`src/rtl/mmu_sequencer_if.sv`:
```
// Signal bundle between mmu_sequencer, the two operand buffers, the MMU array and the host.
interface mmu_sequencer_if #(
  parameter int N  = 4,
  parameter int DW = 8,
  parameter int AW = 32,
  parameter int KW = 8
);
  logic                   start_i;
  logic [KW-1:0]          k_len_i;
  logic                   busy_o;
  logic                   done_o;
  logic                   act_rd_en_o;
  logic [KW-1:0]          act_rd_addr_o;
  logic [N-1:0][DW-1:0]   act_rd_data_i;
  logic                   wgt_rd_en_o;
  logic [KW-1:0]          wgt_rd_addr_o;
  logic [N-1:0][DW-1:0]   wgt_rd_data_i;
  logic                   mmu_valid_o;
  logic [N-1:0][DW-1:0]   mmu_act_o;
  logic [N-1:0][DW-1:0]   mmu_wgt_o;
  logic                   mmu_valid_i;
  logic [N-1:0][AW-1:0]   mmu_psum_i;
  logic                   result_valid_o;
  logic [N-1:0][AW-1:0]   result_o;

  modport master (
    input  start_i, k_len_i, act_rd_data_i, wgt_rd_data_i, mmu_valid_i, mmu_psum_i,
    output busy_o, done_o, act_rd_en_o, act_rd_addr_o, wgt_rd_en_o, wgt_rd_addr_o,
           mmu_valid_o, mmu_act_o, mmu_wgt_o, result_valid_o, result_o
  );

  modport slave (
    output start_i, k_len_i, act_rd_data_i, wgt_rd_data_i, mmu_valid_i, mmu_psum_i,
    input  busy_o, done_o, act_rd_en_o, act_rd_addr_o, wgt_rd_en_o, wgt_rd_addr_o,
           mmu_valid_o, mmu_act_o, mmu_wgt_o, result_valid_o, result_o
  );
endinterface

```
`src/rtl/mmu_sequencer.sv`:
```
// Runs one matrix-multiply pass: fetch K operand vectors, skew them into the
// systolic array, wait for the array to drain and capture the row partial sums.
//   state | meaning
//   IDLE  | waiting for start_i
//   FETCH | issuing buffer reads 0..K-1
//   DRAIN | skew pipeline and array emptying, then capture
//   DONE  | one-cycle done_o pulse
module mmu_sequencer #(
  parameter int N  = 4,
  parameter int DW = 8,
  parameter int AW = 32,
  parameter int KW = 8
) (
  input  logic             clk,
  input  logic             rst,
  mmu_sequencer_if.master  bus
);

  localparam int CW = $clog2(2 * N);
  localparam logic [CW-1:0] CNT_LAST = CW'(2 * N - 1);

  typedef enum logic [1:0] {IDLE, FETCH, DRAIN, DONE} state_t;

  state_t               state_q, state_d;
  logic [KW-1:0]        k_q, k_d;
  logic [KW-1:0]        addr_q, addr_d;
  logic [CW-1:0]        cnt_q, cnt_d;
  logic                 rd_vld_q;
  logic [N-2:0]         vld_q;
  logic [N-1:0][AW-1:0] result_q, result_d;
  logic                 result_vld_q, result_vld_d;
  logic                 rd_en;

  always_ff @(posedge clk or posedge rst) begin
    if (rst) begin
      state_q      <= IDLE;
      k_q          <= '0;
      addr_q       <= '0;
      cnt_q        <= '0;
      rd_vld_q     <= 1'b0;
      vld_q        <= '0;
      result_q     <= '0;
      result_vld_q <= 1'b0;
    end else begin
      state_q      <= state_d;
      k_q          <= k_d;
      addr_q       <= addr_d;
      cnt_q        <= cnt_d;
      rd_vld_q     <= rd_en;
      result_q     <= result_d;
      result_vld_q <= result_vld_d;
      // vld_q[j] marks lane-0-aligned data sitting in skew stage j
      vld_q[0]     <= rd_vld_q;
      for (int j = 1; j < N - 1; j++) vld_q[j] <= vld_q[j-1];
    end
  end

  always_comb begin
    state_d      = state_q;
    k_d          = k_q;
    addr_d       = addr_q;
    cnt_d        = cnt_q;
    result_d     = result_q;
    result_vld_d = result_vld_q;
    rd_en        = 1'b0;
    case (state_q)
      IDLE: begin
        addr_d = '0;
        cnt_d  = '0;
        if (bus.start_i) begin
          k_d          = bus.k_len_i;
          result_vld_d = 1'b0;
          if (bus.k_len_i == '0) begin
            result_d     = '0;
            result_vld_d = 1'b1;
            state_d      = DONE;
          end else begin
            state_d = FETCH;
          end
        end
      end
      FETCH: begin
        rd_en = 1'b1;
        if (addr_q == k_q - KW'(1)) state_d = DRAIN;
        else                        addr_d  = addr_q + KW'(1);
      end
      DRAIN: begin
        // counter restarts while the last lane-0 data is still in flight
        if (rd_vld_q || vld_q[0]) begin
          cnt_d = '0;
        end else if (cnt_q != CNT_LAST) begin
          cnt_d = cnt_q + CW'(1);
        end else if (!bus.mmu_valid_i) begin
          result_d     = bus.mmu_psum_i;
          result_vld_d = 1'b1;
          state_d      = DONE;
        end
      end
      DONE:    state_d = IDLE;
      default: state_d = IDLE;
    endcase
  end

  for (genvar r = 0; r < N; r++) begin : g_lane
    logic [r:0][DW-1:0] act_q, act_d, wgt_q, wgt_d;

    always_comb begin
      act_d    = '0;
      wgt_d    = '0;
      act_d[0] = rd_vld_q ? bus.act_rd_data_i[r] : '0;
      wgt_d[0] = rd_vld_q ? bus.wgt_rd_data_i[r] : '0;
      for (int j = 1; j <= r; j++) begin
        act_d[j] = vld_q[j-1] ? act_q[j-1] : '0;
        wgt_d[j] = vld_q[j-1] ? wgt_q[j-1] : '0;
      end
    end

    always_ff @(posedge clk or posedge rst) begin
      if (rst) begin
        act_q <= '0;
        wgt_q <= '0;
      end else begin
        act_q <= act_d;
        wgt_q <= wgt_d;
      end
    end

    assign bus.mmu_act_o[r] = act_q[r];
    assign bus.mmu_wgt_o[r] = wgt_q[r];
  end

  assign bus.busy_o         = (state_q != IDLE);
  assign bus.done_o         = (state_q == DONE);
  assign bus.act_rd_en_o    = rd_en;
  assign bus.wgt_rd_en_o    = rd_en;
  assign bus.act_rd_addr_o  = rd_en ? addr_q : '0;
  assign bus.wgt_rd_addr_o  = rd_en ? addr_q : '0;
  assign bus.mmu_valid_o    = vld_q[0];
  assign bus.result_valid_o = result_vld_q;
  assign bus.result_o       = result_q;

endmodule

```
`src/flat_wrapper.sv`:
```
// flat-port wrapper written by rule: the top's interface ports become plain ports
module mmu_sequencer_flat 
#(
  parameter int N  = 4,
  parameter int DW = 8,
  parameter int AW = 32,
  parameter int KW = 8
)
  (clk, rst, bus_start_i, bus_k_len_i, bus_act_rd_data_i, bus_wgt_rd_data_i, bus_mmu_valid_i, bus_mmu_psum_i, bus_busy_o, bus_done_o, bus_act_rd_en_o, bus_act_rd_addr_o, bus_wgt_rd_en_o, bus_wgt_rd_addr_o, bus_mmu_valid_o, bus_mmu_act_o, bus_mmu_wgt_o, bus_result_valid_o, bus_result_o);
  mmu_sequencer_if #(.N(N), .DW(DW), .AW(AW), .KW(KW)) bus_i ();
  input  logic clk;
  input  logic rst;
  input wire logic [$bits(bus_i.start_i)-1:0] bus_start_i;
  input wire logic [$bits(bus_i.k_len_i)-1:0] bus_k_len_i;
  input wire logic [$bits(bus_i.act_rd_data_i)-1:0] bus_act_rd_data_i;
  input wire logic [$bits(bus_i.wgt_rd_data_i)-1:0] bus_wgt_rd_data_i;
  input wire logic [$bits(bus_i.mmu_valid_i)-1:0] bus_mmu_valid_i;
  input wire logic [$bits(bus_i.mmu_psum_i)-1:0] bus_mmu_psum_i;
  output wire logic [$bits(bus_i.busy_o)-1:0] bus_busy_o;
  output wire logic [$bits(bus_i.done_o)-1:0] bus_done_o;
  output wire logic [$bits(bus_i.act_rd_en_o)-1:0] bus_act_rd_en_o;
  output wire logic [$bits(bus_i.act_rd_addr_o)-1:0] bus_act_rd_addr_o;
  output wire logic [$bits(bus_i.wgt_rd_en_o)-1:0] bus_wgt_rd_en_o;
  output wire logic [$bits(bus_i.wgt_rd_addr_o)-1:0] bus_wgt_rd_addr_o;
  output wire logic [$bits(bus_i.mmu_valid_o)-1:0] bus_mmu_valid_o;
  output wire logic [$bits(bus_i.mmu_act_o)-1:0] bus_mmu_act_o;
  output wire logic [$bits(bus_i.mmu_wgt_o)-1:0] bus_mmu_wgt_o;
  output wire logic [$bits(bus_i.result_valid_o)-1:0] bus_result_valid_o;
  output wire logic [$bits(bus_i.result_o)-1:0] bus_result_o;
  assign bus_i.start_i = bus_start_i;
  assign bus_i.k_len_i = bus_k_len_i;
  assign bus_i.act_rd_data_i = bus_act_rd_data_i;
  assign bus_i.wgt_rd_data_i = bus_wgt_rd_data_i;
  assign bus_i.mmu_valid_i = bus_mmu_valid_i;
  assign bus_i.mmu_psum_i = bus_mmu_psum_i;
  assign bus_busy_o = bus_i.busy_o;
  assign bus_done_o = bus_i.done_o;
  assign bus_act_rd_en_o = bus_i.act_rd_en_o;
  assign bus_act_rd_addr_o = bus_i.act_rd_addr_o;
  assign bus_wgt_rd_en_o = bus_i.wgt_rd_en_o;
  assign bus_wgt_rd_addr_o = bus_i.wgt_rd_addr_o;
  assign bus_mmu_valid_o = bus_i.mmu_valid_o;
  assign bus_mmu_act_o = bus_i.mmu_act_o;
  assign bus_mmu_wgt_o = bus_i.mmu_wgt_o;
  assign bus_result_valid_o = bus_i.result_valid_o;
  assign bus_result_o = bus_i.result_o;
  mmu_sequencer #(.N(N), .DW(DW), .AW(AW), .KW(KW)) u_core (.clk(clk), .rst(rst), .bus(bus_i));
endmodule
```
`config.mk`:
```
export PLATFORM = sky130hd
export DESIGN_NAME = mmu_sequencer_flat
export DESIGN_NICKNAME = d
export VERILOG_FILES = /design/src/rtl/mmu_sequencer_if.sv /design/src/rtl/mmu_sequencer.sv /design/src/flat_wrapper.sv
export SDC_FILE = /design/constraint.sdc
export NUM_CORES = 1
export LEC_CHECK = 0
export ABC_AREA = 1
export CAP_MARGIN = 40
export CELL_PAD_IN_SITES_DETAIL_PLACEMENT = 1
export CELL_PAD_IN_SITES_GLOBAL_PLACEMENT = 1
export CORE_ASPECT_RATIO = 1.2
export CORE_MARGIN = 2
export CORE_UTILIZATION = 34
export DETAILED_ROUTE_END_ITERATION = 8
export PLACE_DENSITY_LB_ADDON = 0.3
export SLEW_MARGIN = 20
export SYNTH_ARGS = -nofsm -noshare
export SYNTH_HDL_FRONTEND = slang
export SYNTH_SLANG_ARGS = --single-unit
```
`constraint.sdc`:
```
create_clock -name clk -period 12.6 [get_ports clk]
set_input_delay 2.52 -clock clk [delete_from_list [all_inputs] [get_ports clk]]
set_output_delay 2.52 -clock clk [all_outputs]
set_load 0.005 [all_outputs]
```
**Yosys cells after proc, flatten, opt, wreduce, memory -nomap -nowiden**

Cells that the tools add are included.

- Register bits: 314
- Input bits: 204
- Output and inout port bits: 214
- Word-level logic and storage cells: 105

- Add/sub/neg operators: 3
- Equality and inequality tests: 13
- Mux-type cells: 46
- Reductions and logical operators: 12

Operator list:

| operator | number |
|---|---|
| $mux W128 | 5 |
| $pmux W128 S2 | 1 |
| $mux W8 | 22 |
| $pmux W8 S2 | 1 |
| $mux W2 | 6 |
| $ne A2 B2 Y1 const B | 5 |
| $reduce_and A5 Y1 | 2 |
| $add A8 B1 Y8 const B | 1 |
| $eq A8 B8 Y1 | 1 |
| $logic_not A8 Y1 | 1 |
| $pmux W2 S4 | 1 |
| $sub A8 B1 Y8 const B | 1 |
| $mux W1 | 6 |
| $mux W3 | 2 |
| $pmux W3 S2 | 1 |
| $reduce_and A2 Y1 | 3 |
| $reduce_and A6 Y1 | 1 |
| $reduce_bool A2 Y1 | 3 |
| $eq A2 B2 Y1 const B | 2 |
| $ne A2 B1 Y1 const B | 2 |
| $add A3 B1 Y3 const B | 1 |
| $ne A3 B1 Y1 const B | 1 |
| $ne A3 B3 Y1 const B | 1 |
| $eq A2 B1 Y1 const B | 1 |
| other kinds (3) | 3 |

**Logic depth before layout (Yosys ltp)**

Gate-level depths: netlist of the first run.

- Depth in word-level cells: 4
- Mapped depth: 15
- Depth with buffers taken out: 15

**Least setup slack after synthesis of the first run**

Ideal clock, no wire load.

- Path type: register -> output
- Start: reg u_core.state_q[1]
- End: out bus_wgt_rd_addr_o[2]
- Arrival time: 1196 ps
- Data required time: 10080 ps
- Slack: 8884 ps
- Stages on the path, launching flop included: 7
- Path buffers: 2
- Path through: dfrtp_1 inv_1 ha_1 clkbuf_1 nand2_1 inv_1 buf_4

- Longest elaborated chain between the ends: 3

RTL lines:

| what | line | text |
|---|---|---|
| from (decl) | mmu_sequencer.sv:24 | `state_t state_q, state_d;` |
| from (signal assigned) | mmu_sequencer.sv:45 | `state_q <= state_d;` |
| $eq A2 B1 Y1 | mmu_sequencer.sv:66 | `case (state_q)` |
| $mux W1 | mmu_sequencer.sv:66 |  |
| named net bus_act_rd_en_o | flat_wrapper.sv:21 | `output wire logic [$bits(bus_i.act_rd_en_o)-1:0] bus_act_rd_en_o;` |
| $mux W8 | n/a |  |
| to (decl) | flat_wrapper.sv:24 | `output wire logic [$bits(bus_i.wgt_rd_addr_o)-1:0] bus_wgt_rd_addr_o;` |

The timed path passes the listed nets, and every way through them passes these cells.

**Final worst setup path of the first run**

- Start: reg u_core.state_q[1]
- End: out bus_act_rd_addr_o[6]

- Longest elaborated chain between the ends: 3

RTL lines:

| what | line | text |
|---|---|---|
| $eq A2 B1 Y1 | mmu_sequencer.sv:66 |  |
| $mux W1 | mmu_sequencer.sv:66 |  |
| $mux W8 | mmu_sequencer.sv:136 | `assign bus.act_rd_addr_o = rd_en ? addr_q : '0;` |
| to (decl) | flat_wrapper.sv:22 | `output wire logic [$bits(bus_i.act_rd_addr_o)-1:0] bus_act_rd_addr_o;` |

No other way between the ends.

==> results of run 1 <==
## power breakdown
group	switching [µW]	internal (µW)	total (µW)	leakage, µW
sequential	147	1270	1420	0.00425
combinational	709	605	1310	0.00438
clock	420	656	1080	0.000607
## worst max-delay path by stage
stage / depth (start not counted) / to
2_1_floorplan: 1 / u_core.addr_q[0]
3_3_place_gp: 8 / u_core.bus.result_o[36]
3_5_place_dp: 8 / u_core.bus.result_o[19]
4_1_cts: 5 / bus_act_rd_addr_o[4]
5_1_grt: 5 / bus_wgt_rd_addr_o[6]
6_report: 5 / bus_act_rd_addr_o[6]
## flip-flops by register name, summed over array words and instances (netlist names)
signal                     flops
u_core.addr_q                  8
u_core.g_lane.act_q           56
u_core.bus.result_o          128
u_core.vld_q                   3
u_core.k_q                     8
u_core.state_q                 2
u_core.bus.mmu_wgt_o          24
u_core.rd_vld_q                1
u_core.g_lane.wgt_q           56
u_core.bus.mmu_act_o          24
u_core.cnt_q                   3
u_core.bus.result_valid_o      1
## layer usage
metal  global-route usage, %  up-vias  wire length [µm]
met1                    22.8     4675             14600
met4                    8.94        0              1350
li1                        -     4613                 -
met2                    34.1      279             19800
met5                       0        -                 0
met3                    4.00       64              1920
## tightest hold or removal path, delay by kind of cell (launching register included)
family                 cells  cell delay, ns
and+or+nand+nor            1            0.05
DFF                        1            0.31
buffers and inverters      1            0.04
## stage by stage
step	hold WS, ns	utilization (%)	setup WS (ns)
floorplan	0.391	-	1.39
global placement	0.414	45.3	7.36
detailed placement	0.423	45.5	7.36
CTS	0.432	48.8	7.77
global route	0.452	49.0	7.66
finish	0.428	49.0	7.83
## final cells by class
| cell class | count | area share (%) |
|---|---|---|
| Antenna cell | 8 | 0.111 |
| Clock buffer | 49 | 5.72 |
| Clock inverter | 14 | 1.07 |
| Inverter | 323 | 6.78 |
| Multi-Input combinational cell | 573 | 15.0 |
| Sequential cell | 314 | 43.7 |
| Tap cell | 474 | 3.29 |
| Timing Repair Buffer | 429 | 24.3 |
## cells by family after synthesis
group	share of synthesized area, %
compound gates	5.78
xor+xnor	0.766
fa+ha+maj	0.795
buf+inv	16.2
flops	62.4
mux	0.0895
simple gates	14.0
## layout by cell type (no fill, tap or decap)
master / n
sky130_fd_sc_hd__nand3_1: 149
sky130_fd_sc_hd__nor2_1: 23
sky130_fd_sc_hd__buf_16: 5
sky130_fd_sc_hd__o21ai_0: 11
sky130_fd_sc_hd__diode_2: 8
sky130_fd_sc_hd__clkbuf_1: 5
sky130_fd_sc_hd__inv_6: 1
sky130_fd_sc_hd__dfrtp_1: 312
sky130_fd_sc_hd__clkinv_4: 2
sky130_fd_sc_hd__o21ai_1: 122
sky130_fd_sc_hd__nor4_2: 2
sky130_fd_sc_hd__a21oi_1: 9
sky130_fd_sc_hd__clkinv_2: 6
sky130_fd_sc_hd__xnor2_1: 3
sky130_fd_sc_hd__and2_4: 1
sky130_fd_sc_hd__clkbuf_8: 8
sky130_fd_sc_hd__buf_12: 1
sky130_fd_sc_hd__o21a_1: 1
sky130_fd_sc_hd__clkdlybuf4s50_1: 417
sky130_fd_sc_hd__dfrtp_2: 2
sky130_fd_sc_hd__o21ai_2: 1
sky130_fd_sc_hd__ha_4: 1
sky130_fd_sc_hd__inv_2: 1
sky130_fd_sc_hd__bufinv_16: 4
sky130_fd_sc_hd__clkinv_8: 1
sky130_fd_sc_hd__inv_1: 321
sky130_fd_sc_hd__xor2_1: 8
sky130_fd_sc_hd__nand3b_1: 3
sky130_fd_sc_hd__clkbuf_16: 36
sky130_fd_sc_hd__mux2_2: 1
sky130_fd_sc_hd__inv_8: 1
sky130_fd_sc_hd__buf_4: 6
sky130_fd_sc_hd__nand2_1: 229
sky130_fd_sc_hd__nor2_2: 2
sky130_fd_sc_hd__ha_1: 7
==> impl_metrics.xml, run 1 <==
<?xml version="1.0" encoding="UTF-8"?>
<metrics>
  <group name="outcome">
    <metric name="outcome" unit="">completed</metric>
  </group>
  <group name="cts">
    <metric name="clock_sinks" unit="">314</metric>
    <metric name="ctsHtreeMaxLevel" unit="">2</metric>
    <metric name="post_cts_hold_buffer_count" unit="">0</metric>
    <metric name="clock_tree.buffer_depth" unit="">3</metric>
    <metric name="clkSlewWorstSetupHoldPaths" unit="ns">0.06</metric>
    <metric name="postCtsResizedCells" unit="">0</metric>
    <metric name="clk_latency" unit="ns">0.52</metric>
    <metric name="cts_tree" unit="">built</metric>
    <metric name="cts_made_buffers" unit="">36</metric>
    <metric name="root_buffer" unit="">sky130_fd_sc_hd__clkbuf_16</metric>
    <metric name="cts_post_setup_buffers_inserted" unit="">0</metric>
  </group>
  <group name="die">
    <metric name="placeableCoreArea" unit="µm²">36700</metric>
    <metric name="initial_utilization" unit="%">34.3</metric>
    <metric name="die_w" unit="µm">180</metric>
    <metric name="num_io_pins" unit="">418</metric>
    <metric name="die_height" unit="µm">215</metric>
    <metric name="design.die.area" unit="µm²">38600</metric>
    <metric name="placementRows" unit="">77</metric>
  </group>
  <group name="worst_setup_path">
    <metric name="startpoint_of_the_lowest_slack_register_to_register_path" unit="">u_core.state_q[0]</metric>
    <metric name="cp.arrival" unit="ns">2.25</metric>
    <metric name="crit_fanout" unit="">13</metric>
    <metric name="critPathMostFrequentCell" unit="">sky130_fd_sc_hd__inv_1</metric>
    <metric name="worstPathRequired" unit="ns">10.08</metric>
    <metric name="path_delay_family" unit="">buffers and inverters</metric>
    <metric name="timing.critical_path.from" unit="">u_core.state_q[1]</metric>
    <metric name="worst_setup_path_end_kind" unit="">output pin</metric>
    <metric name="worst_path_buf_inv" unit="">3</metric>
    <metric name="worst_path_class_setup" unit="">reg -&gt; out</metric>
    <metric name="regToRegEndpoint" unit="">u_core.bus.result_o[4]</metric>
    <metric name="critical-path-slowest-cell" unit="">sky130_fd_sc_hd__clkdlybuf4s50_1</metric>
    <metric name="crit_path_max_incr_delay" unit="ns">0.50</metric>
    <metric name="cp-start-kind" unit="">flip-flop</metric>
    <metric name="ff2ff_setup_slack" unit="ns">9.52</metric>
    <metric name="r2r.worst_path.cells" unit="">9</metric>
    <metric name="path_cells" unit="">inv_1 -&gt; ha_1 -&gt; nand2_1 -&gt; inv_1 -&gt; clkdlybuf4s50_1</metric>
  </group>
  <group name="yosys">
    <metric name="syn-instance-count" unit="">1332</metric>
    <metric name="netlist.area_leader.share" unit="%">62.4</metric>
    <metric name="most_frequent_cells_after_synthesis" unit="">sky130_fd_sc_hd__inv_1, sky130_fd_sc_hd__dfrtp_1, sky130_fd_sc_hd__nand2_1, sky130_fd_sc_hd__nand3_1, sky130_fd_sc_hd__o21ai_1</metric>
    <metric name="synth-seq-cells" unit="">314</metric>
    <metric name="synth.most_common_cell" unit="">sky130_fd_sc_hd__inv_1</metric>
    <metric name="syn_area" unit="µm²">12600</metric>
    <metric name="area_contributors_post_synth" unit="">sky130_fd_sc_hd__dfrtp_1, sky130_fd_sc_hd__inv_1, sky130_fd_sc_hd__nand2_1, sky130_fd_sc_hd__nand3_1, sky130_fd_sc_hd__o21ai_1</metric>
    <metric name="syn_area_per_cell" unit="µm²">9.45</metric>
    <metric name="yosys.area.top_type" unit="">sky130_fd_sc_hd__dfrtp_1</metric>
    <metric name="yosys_most_used_dff" unit="">sky130_fd_sc_hd__dfrtp_1</metric>
    <metric name="synth.yosys.seq_area_share" unit="%">62.4</metric>
    <metric name="synth_enable_flop_cells" unit="">0</metric>
    <metric name="yosys.cell_types.count" unit="">25</metric>
    <metric name="synthesis.yosys.warnings" unit="">0</metric>
    <metric name="syn-num-nets" unit="">1544</metric>
    <metric name="async_reset_ff_share" unit="%">100</metric>
  </group>
  <group name="power">
    <metric name="design_power" unit="µW">3810</metric>
    <metric name="peakVddDrop" unit="V">0.0000891</metric>
    <metric name="power_leakage" unit="µW">0.00924</metric>
    <metric name="power_density" unit="nW/µm²">212</metric>
  </group>
  <group name="run">
    <metric name="max_cap_violations" unit="">0</metric>
  </group>
  <group name="drt">
    <metric name="detail_route.wl_per_cell" unit="µm">17.3</metric>
    <metric name="route.vias.total" unit="">9631</metric>
    <metric name="drt-initial-drc-count" unit="">445</metric>
    <metric name="final_routed_wirelength_across_all_metal_layers" unit="µm">37700</metric>
    <metric name="drt.antenna.violating_nets" unit="">0</metric>
    <metric name="post_drt_via_cell_ratio" unit="">4.41</metric>
    <metric name="drt_pre_antenna_iters" unit="">4</metric>
    <metric name="route.detailed.drc" unit="">0</metric>
  </group>
  <group name="grt">
    <metric name="grt_first_pass_wirelength" unit="µm">59300</metric>
    <metric name="combined_global_route_utilization_of_all_metal_layers" unit="%">19.4</metric>
    <metric name="number_of_antenna_violations_at_the_first_check_in_global_routing" unit="">8</metric>
    <metric name="pin_count_of_the_biggest_net_entering_global_routing" unit="">196</metric>
    <metric name="overflow" unit="">0</metric>
    <metric name="grt_pass1_vias" unit="">10400</metric>
  </group>
  <group name="layout">
    <metric name="area_growth_syn_to_layout" unit="%">43.0</metric>
    <metric name="postLayoutCellArea" unit="µm²">18000</metric>
    <metric name="num-nets-final" unit="">1889</metric>
    <metric name="final.fill_count" unit="">4157</metric>
    <metric name="finish.cell_count_without_fillers" unit="">2184</metric>
    <metric name="drive_gt1_share" unit="%">4.82</metric>
    <metric name="layout.area.seq" unit="µm²">7860</metric>
    <metric name="multi_input_comb_area" unit="µm²">2710</metric>
  </group>
  <group name="timing">
    <metric name="setup_viol" unit="">0</metric>
    <metric name="fmax" unit="GHz">0.209</metric>
    <metric name="final.setup_skew" unit="ns">0.0138</metric>
    <metric name="timing.max_slew.rel_slack" unit="%">55.4</metric>
    <metric name="slew_viol_final" unit="">0</metric>
    <metric name="post-route-period-util" unit="%">37.9</metric>
    <metric name="setup_total_negative_slack" unit="ns">0</metric>
    <metric name="actual_slew_at_the_worst_max_slew_pin" unit="ns">0.669</metric>
    <metric name="post-route-min-period" unit="ns">4.77</metric>
    <metric name="hold_violations" unit="">0</metric>
    <metric name="rsz0062_at_grt" unit="">false</metric>
  </group>
  <group name="placement">
    <metric name="port_buffers" unit="">417</metric>
    <metric name="routabilityCongestion" unit="">0.800</metric>
    <metric name="post-place-cells" unit="">2111</metric>
    <metric name="dp_hpwl" unit="µm">26600</metric>
    <metric name="placedInstanceArea" unit="µm²">16700</metric>
  </group>
  <group name="hold_path">
    <metric name="hold_end" unit="">u_core.g_lane[2].wgt_q[14]</metric>
    <metric name="hold-path-cell-count" unit="">2</metric>
    <metric name="hold_path_class" unit="">reg -&gt; reg</metric>
    <metric name="hold_path.startpoint" unit="">u_core.g_lane[2].wgt_q[6]</metric>
  </group>
</metrics>
No activity file was read; power rests on OpenSTA's default activity.
==> inputs of run 2 (changes only) <==
--- a/config.mk
+++ b/config.mk
@@ -11,7 +11,7 @@
 export CELL_PAD_IN_SITES_GLOBAL_PLACEMENT = 1
 export CORE_ASPECT_RATIO = 1.2
 export CORE_MARGIN = 2
-export CORE_UTILIZATION = 34
+export CORE_UTILIZATION = 31
 export DETAILED_ROUTE_END_ITERATION = 8
 export PLACE_DENSITY_LB_ADDON = 0.3
 export SLEW_MARGIN = 20
==> constraint.sdc (replaced) <==
create_clock -name clk -period 4.1 [get_ports clk]
set_input_delay 0.82 -clock clk [delete_from_list [all_inputs] [get_ports clk]]
set_output_delay 0.82 -clock clk [all_outputs]
set_load 0.005 [all_outputs]
==> run 2 against run 1 <==
  * Non-clock buffer count up 4
  * Utilization down 3.9 points
  * Global-route usage down 1.7 points
  * Routed wire length down 0.30%
  * Critical path depth unchanged
  * Cell area up 0.19%
  * Largest cell class unchanged
  * Register-to-register slack worse by 8.3 ns
  * Flip-flop and latch count unchanged
  * Clock skew down 0.00069 ns
  * Largest power group unchanged
  * Critical path type unchanged
  * Critical endpoint is now bus_wgt_rd_addr_o[4]
==> impl_metrics.xml, run 2 (synthesis gave the netlist of run 1 again) <==
<?xml version="1.0" encoding="UTF-8"?>
<metrics>
  <group name="grt">
    <metric name="grt_pass1_vias" unit="">10100</metric>
    <metric name="pin_count_of_the_biggest_net_entering_global_routing" unit="">83</metric>
    <metric name="groute.layer.met3.usage" unit="%">4.10</metric>
    <metric name="number_of_antenna_violations_at_the_first_check_in_global_routing" unit="">5</metric>
    <metric name="grt_most_used_layer" unit="">met2</metric>
    <metric name="overflow" unit="">0</metric>
    <metric name="combined_global_route_utilization_of_all_metal_layers" unit="%">17.7</metric>
    <metric name="met2_usage_grt" unit="%">31.9</metric>
    <metric name="grt_first_pass_wirelength" unit="µm">58500</metric>
    <metric name="grt_use_met1" unit="%">20.1</metric>
  </group>
  <group name="run">
    <metric name="max_cap_violations" unit="">0</metric>
  </group>
  <group name="worst_setup_path">
    <metric name="r2r.worst_path.cells" unit="">8</metric>
    <metric name="worstPathRequired" unit="ns">3.28</metric>
    <metric name="ff2ff_setup_slack" unit="ns">1.27</metric>
    <metric name="cp-start-kind" unit="">flip-flop</metric>
    <metric name="worst_path_class_setup" unit="">reg -&gt; out</metric>
    <metric name="regToRegEndpoint" unit="">u_core.bus.result_o[40]</metric>
    <metric name="timing.critical_path.from" unit="">u_core.state_q[1]</metric>
    <metric name="critical_path.endpoint" unit="">bus_wgt_rd_addr_o[4]</metric>
    <metric name="startpoint_of_the_lowest_slack_register_to_register_path" unit="">u_core.state_q[0]</metric>
    <metric name="cp.arrival" unit="ns">2.25</metric>
    <metric name="crit_fanout" unit="">13</metric>
    <metric name="worst_setup_path_end_kind" unit="">output pin</metric>
  </group>
  <group name="drt">
    <metric name="post_drt_via_cell_ratio" unit="">4.29</metric>
    <metric name="route.detailed.drc" unit="">0</metric>
    <metric name="drt_pre_antenna_iters" unit="">4</metric>
    <metric name="drt-initial-drc-count" unit="">437</metric>
    <metric name="detail_route.wl_per_cell" unit="µm">16.8</metric>
    <metric name="final_routed_wirelength_across_all_metal_layers" unit="µm">37600</metric>
    <metric name="drt.antenna.violating_nets" unit="">0</metric>
    <metric name="route.vias.total" unit="">9608</metric>
  </group>
  <group name="cts">
    <metric name="cts_tree" unit="">built</metric>
    <metric name="cts_post_setup_buffers_inserted" unit="">0</metric>
    <metric name="cts_made_buffers" unit="">36</metric>
    <metric name="clkSlewWorstSetupHoldPaths" unit="ns">0.06</metric>
    <metric name="ctsHtreeMaxLevel" unit="">2</metric>
    <metric name="clock_tree.buffer_depth" unit="">3</metric>
    <metric name="root_buffer" unit="">sky130_fd_sc_hd__clkbuf_16</metric>
    <metric name="post_cts_hold_buffer_count" unit="">0</metric>
    <metric name="clock_sinks" unit="">314</metric>
    <metric name="clk_latency" unit="ns">0.52</metric>
    <metric name="postCtsResizedCells" unit="">0</metric>
  </group>
  <group name="outcome">
    <metric name="outcome" unit="">completed</metric>
  </group>
  <group name="layout">
    <metric name="area_growth_syn_to_layout" unit="%">43.3</metric>
    <metric name="final_common_cell" unit="">sky130_fd_sc_hd__clkdlybuf4s50_1</metric>
    <metric name="num-nets-final" unit="">1893</metric>
    <metric name="most-common-layout-cells" unit="">sky130_fd_sc_hd__clkdlybuf4s50_1, sky130_fd_sc_hd__inv_1, sky130_fd_sc_hd__dfrtp_1, sky130_fd_sc_hd__nand2_1, sky130_fd_sc_hd__nand3_1</metric>
    <metric name="drive_gt1_share" unit="%">4.75</metric>
    <metric name="largest_register_ff_count" unit="">128</metric>
  </group>
  <group name="timing">
    <metric name="post-route-min-period" unit="ns">3.07</metric>
    <metric name="timing.max_slew.rel_slack" unit="%">50.6</metric>
    <metric name="timing.hold.ws" unit="ns">0.426</metric>
    <metric name="setup_viol" unit="">0</metric>
    <metric name="post-route-period-util" unit="%">75.0</metric>
    <metric name="fmax" unit="GHz">0.325</metric>
    <metric name="actual_slew_at_the_worst_max_slew_pin" unit="ns">0.741</metric>
    <metric name="slew_viol_final" unit="">0</metric>
    <metric name="hold_violations" unit="">0</metric>
    <metric name="rsz0062_at_grt" unit="">false</metric>
    <metric name="final.setup_skew" unit="ns">0.0131</metric>
  </group>
  <group name="power">
    <metric name="power_leakage" unit="µW">0.00922</metric>
    <metric name="peakVddDrop" unit="V">0.000288</metric>
    <metric name="power_density" unit="nW/µm²">641</metric>
    <metric name="design_power" unit="µW">11600</metric>
  </group>
  <group name="die">
    <metric name="die_height" unit="µm">225</metric>
    <metric name="placementRows" unit="">80</metric>
    <metric name="placeableCoreArea" unit="µm²">39900</metric>
    <metric name="die_w" unit="µm">188</metric>
    <metric name="num_io_pins" unit="">418</metric>
    <metric name="design.die.area" unit="µm²">42200</metric>
    <metric name="initial_utilization" unit="%">31.5</metric>
  </group>
  <group name="placement">
    <metric name="port_buffers" unit="">417</metric>
    <metric name="dp_hpwl" unit="µm">27100</metric>
    <metric name="routabilityCongestion" unit="">0.812</metric>
  </group>
  <group name="hold_path">
    <metric name="hold_path_class" unit="">reg -&gt; reg</metric>
  </group>
</metrics>
-- run 2: cell count changes in the layout (fill, tap and decap cells not counted), sizes merged --
cell	delta
bufinv	-2
diode	-4
clkinvlp	+1
buf	+4
clkinv	-6
clkbuf	+6
-- run 2: layer usage --
layer | vias up | routed length, µm | share of wire [%]
met5 | - | 30 | 0.080
met4 | 4 | 1460 | 3.9
met3 | 69 | 2120 | 5.7
met2 | 268 | 19800 | 53
met1 | 4640 | 14100 | 38
li1 | 4627 | - | -
-- run 2: worst min-delay path by stage --
stage | startpoint | to | depth (start not counted)
final | u_core.g_lane[1].act_q[2] | u_core.bus.mmu_act_o[10] | 2
after global routing | u_core.g_lane[1].act_q[7] | u_core.bus.mmu_act_o[15] | 2
after CTS | u_core.g_lane[3].act_q[11] | u_core.g_lane[3].act_q[19] | 2
after detailed placement | u_core.g_lane[1].act_q[7] | u_core.bus.mmu_act_o[15] | 2
after global placement | u_core.g_lane[2].act_q[10] | u_core.bus.mmu_act_o[18] | 2
after floorplan | u_core.rd_vld_q | u_core.vld_q[0] | 0
-- run 2: metrics by stage --
step / cell area (µm²) / worst slack, ns / util, % / std cells / TNS (ns)
global route: 18000 / 0.858 / 45.1 / 2240 / 0
floorplan: 12600 / -0.903 / - / 1332 / -283.50
CTS: 18000 / 0.939 / 45.0 / 2236 / 0
detailed placement: 16800 / 0.976 / 42.0 / 2174 / 0
global placement: 16800 / 1.08 / 42.0 / 2174 / 0
finish: 18000 / 1.03 / 45.2 / 2242 / 0
-- run 2: area by class of cell --
cell class                 count  area [µm²]
clock inverter                 7        92.6
multi-input combinational    573        2710
sequential                   314        7860
inverter                     323        1220
tap                          533         667
timing repair buffer         433        4400
clock buffer                  55        1080
fill                        4459       21900
antenna                        4        10.0
-- run 2: worst max-delay path, cell delays in order (launching register included) --
cell and delay (ns):
sky130_fd_sc_hd__dfrtp_1 0.43, sky130_fd_sc_hd__inv_1 0.10, sky130_fd_sc_hd__ha_1 0.46, sky130_fd_sc_hd__nand2_1 0.13, sky130_fd_sc_hd__inv_1 0.10, sky130_fd_sc_hd__clkdlybuf4s50_1 0.51
-- run 2: report_power, final --
group          switching (µW)  internal (µW)
registers                 455           3910
logic                    2160           1840
clock network            1250           1940
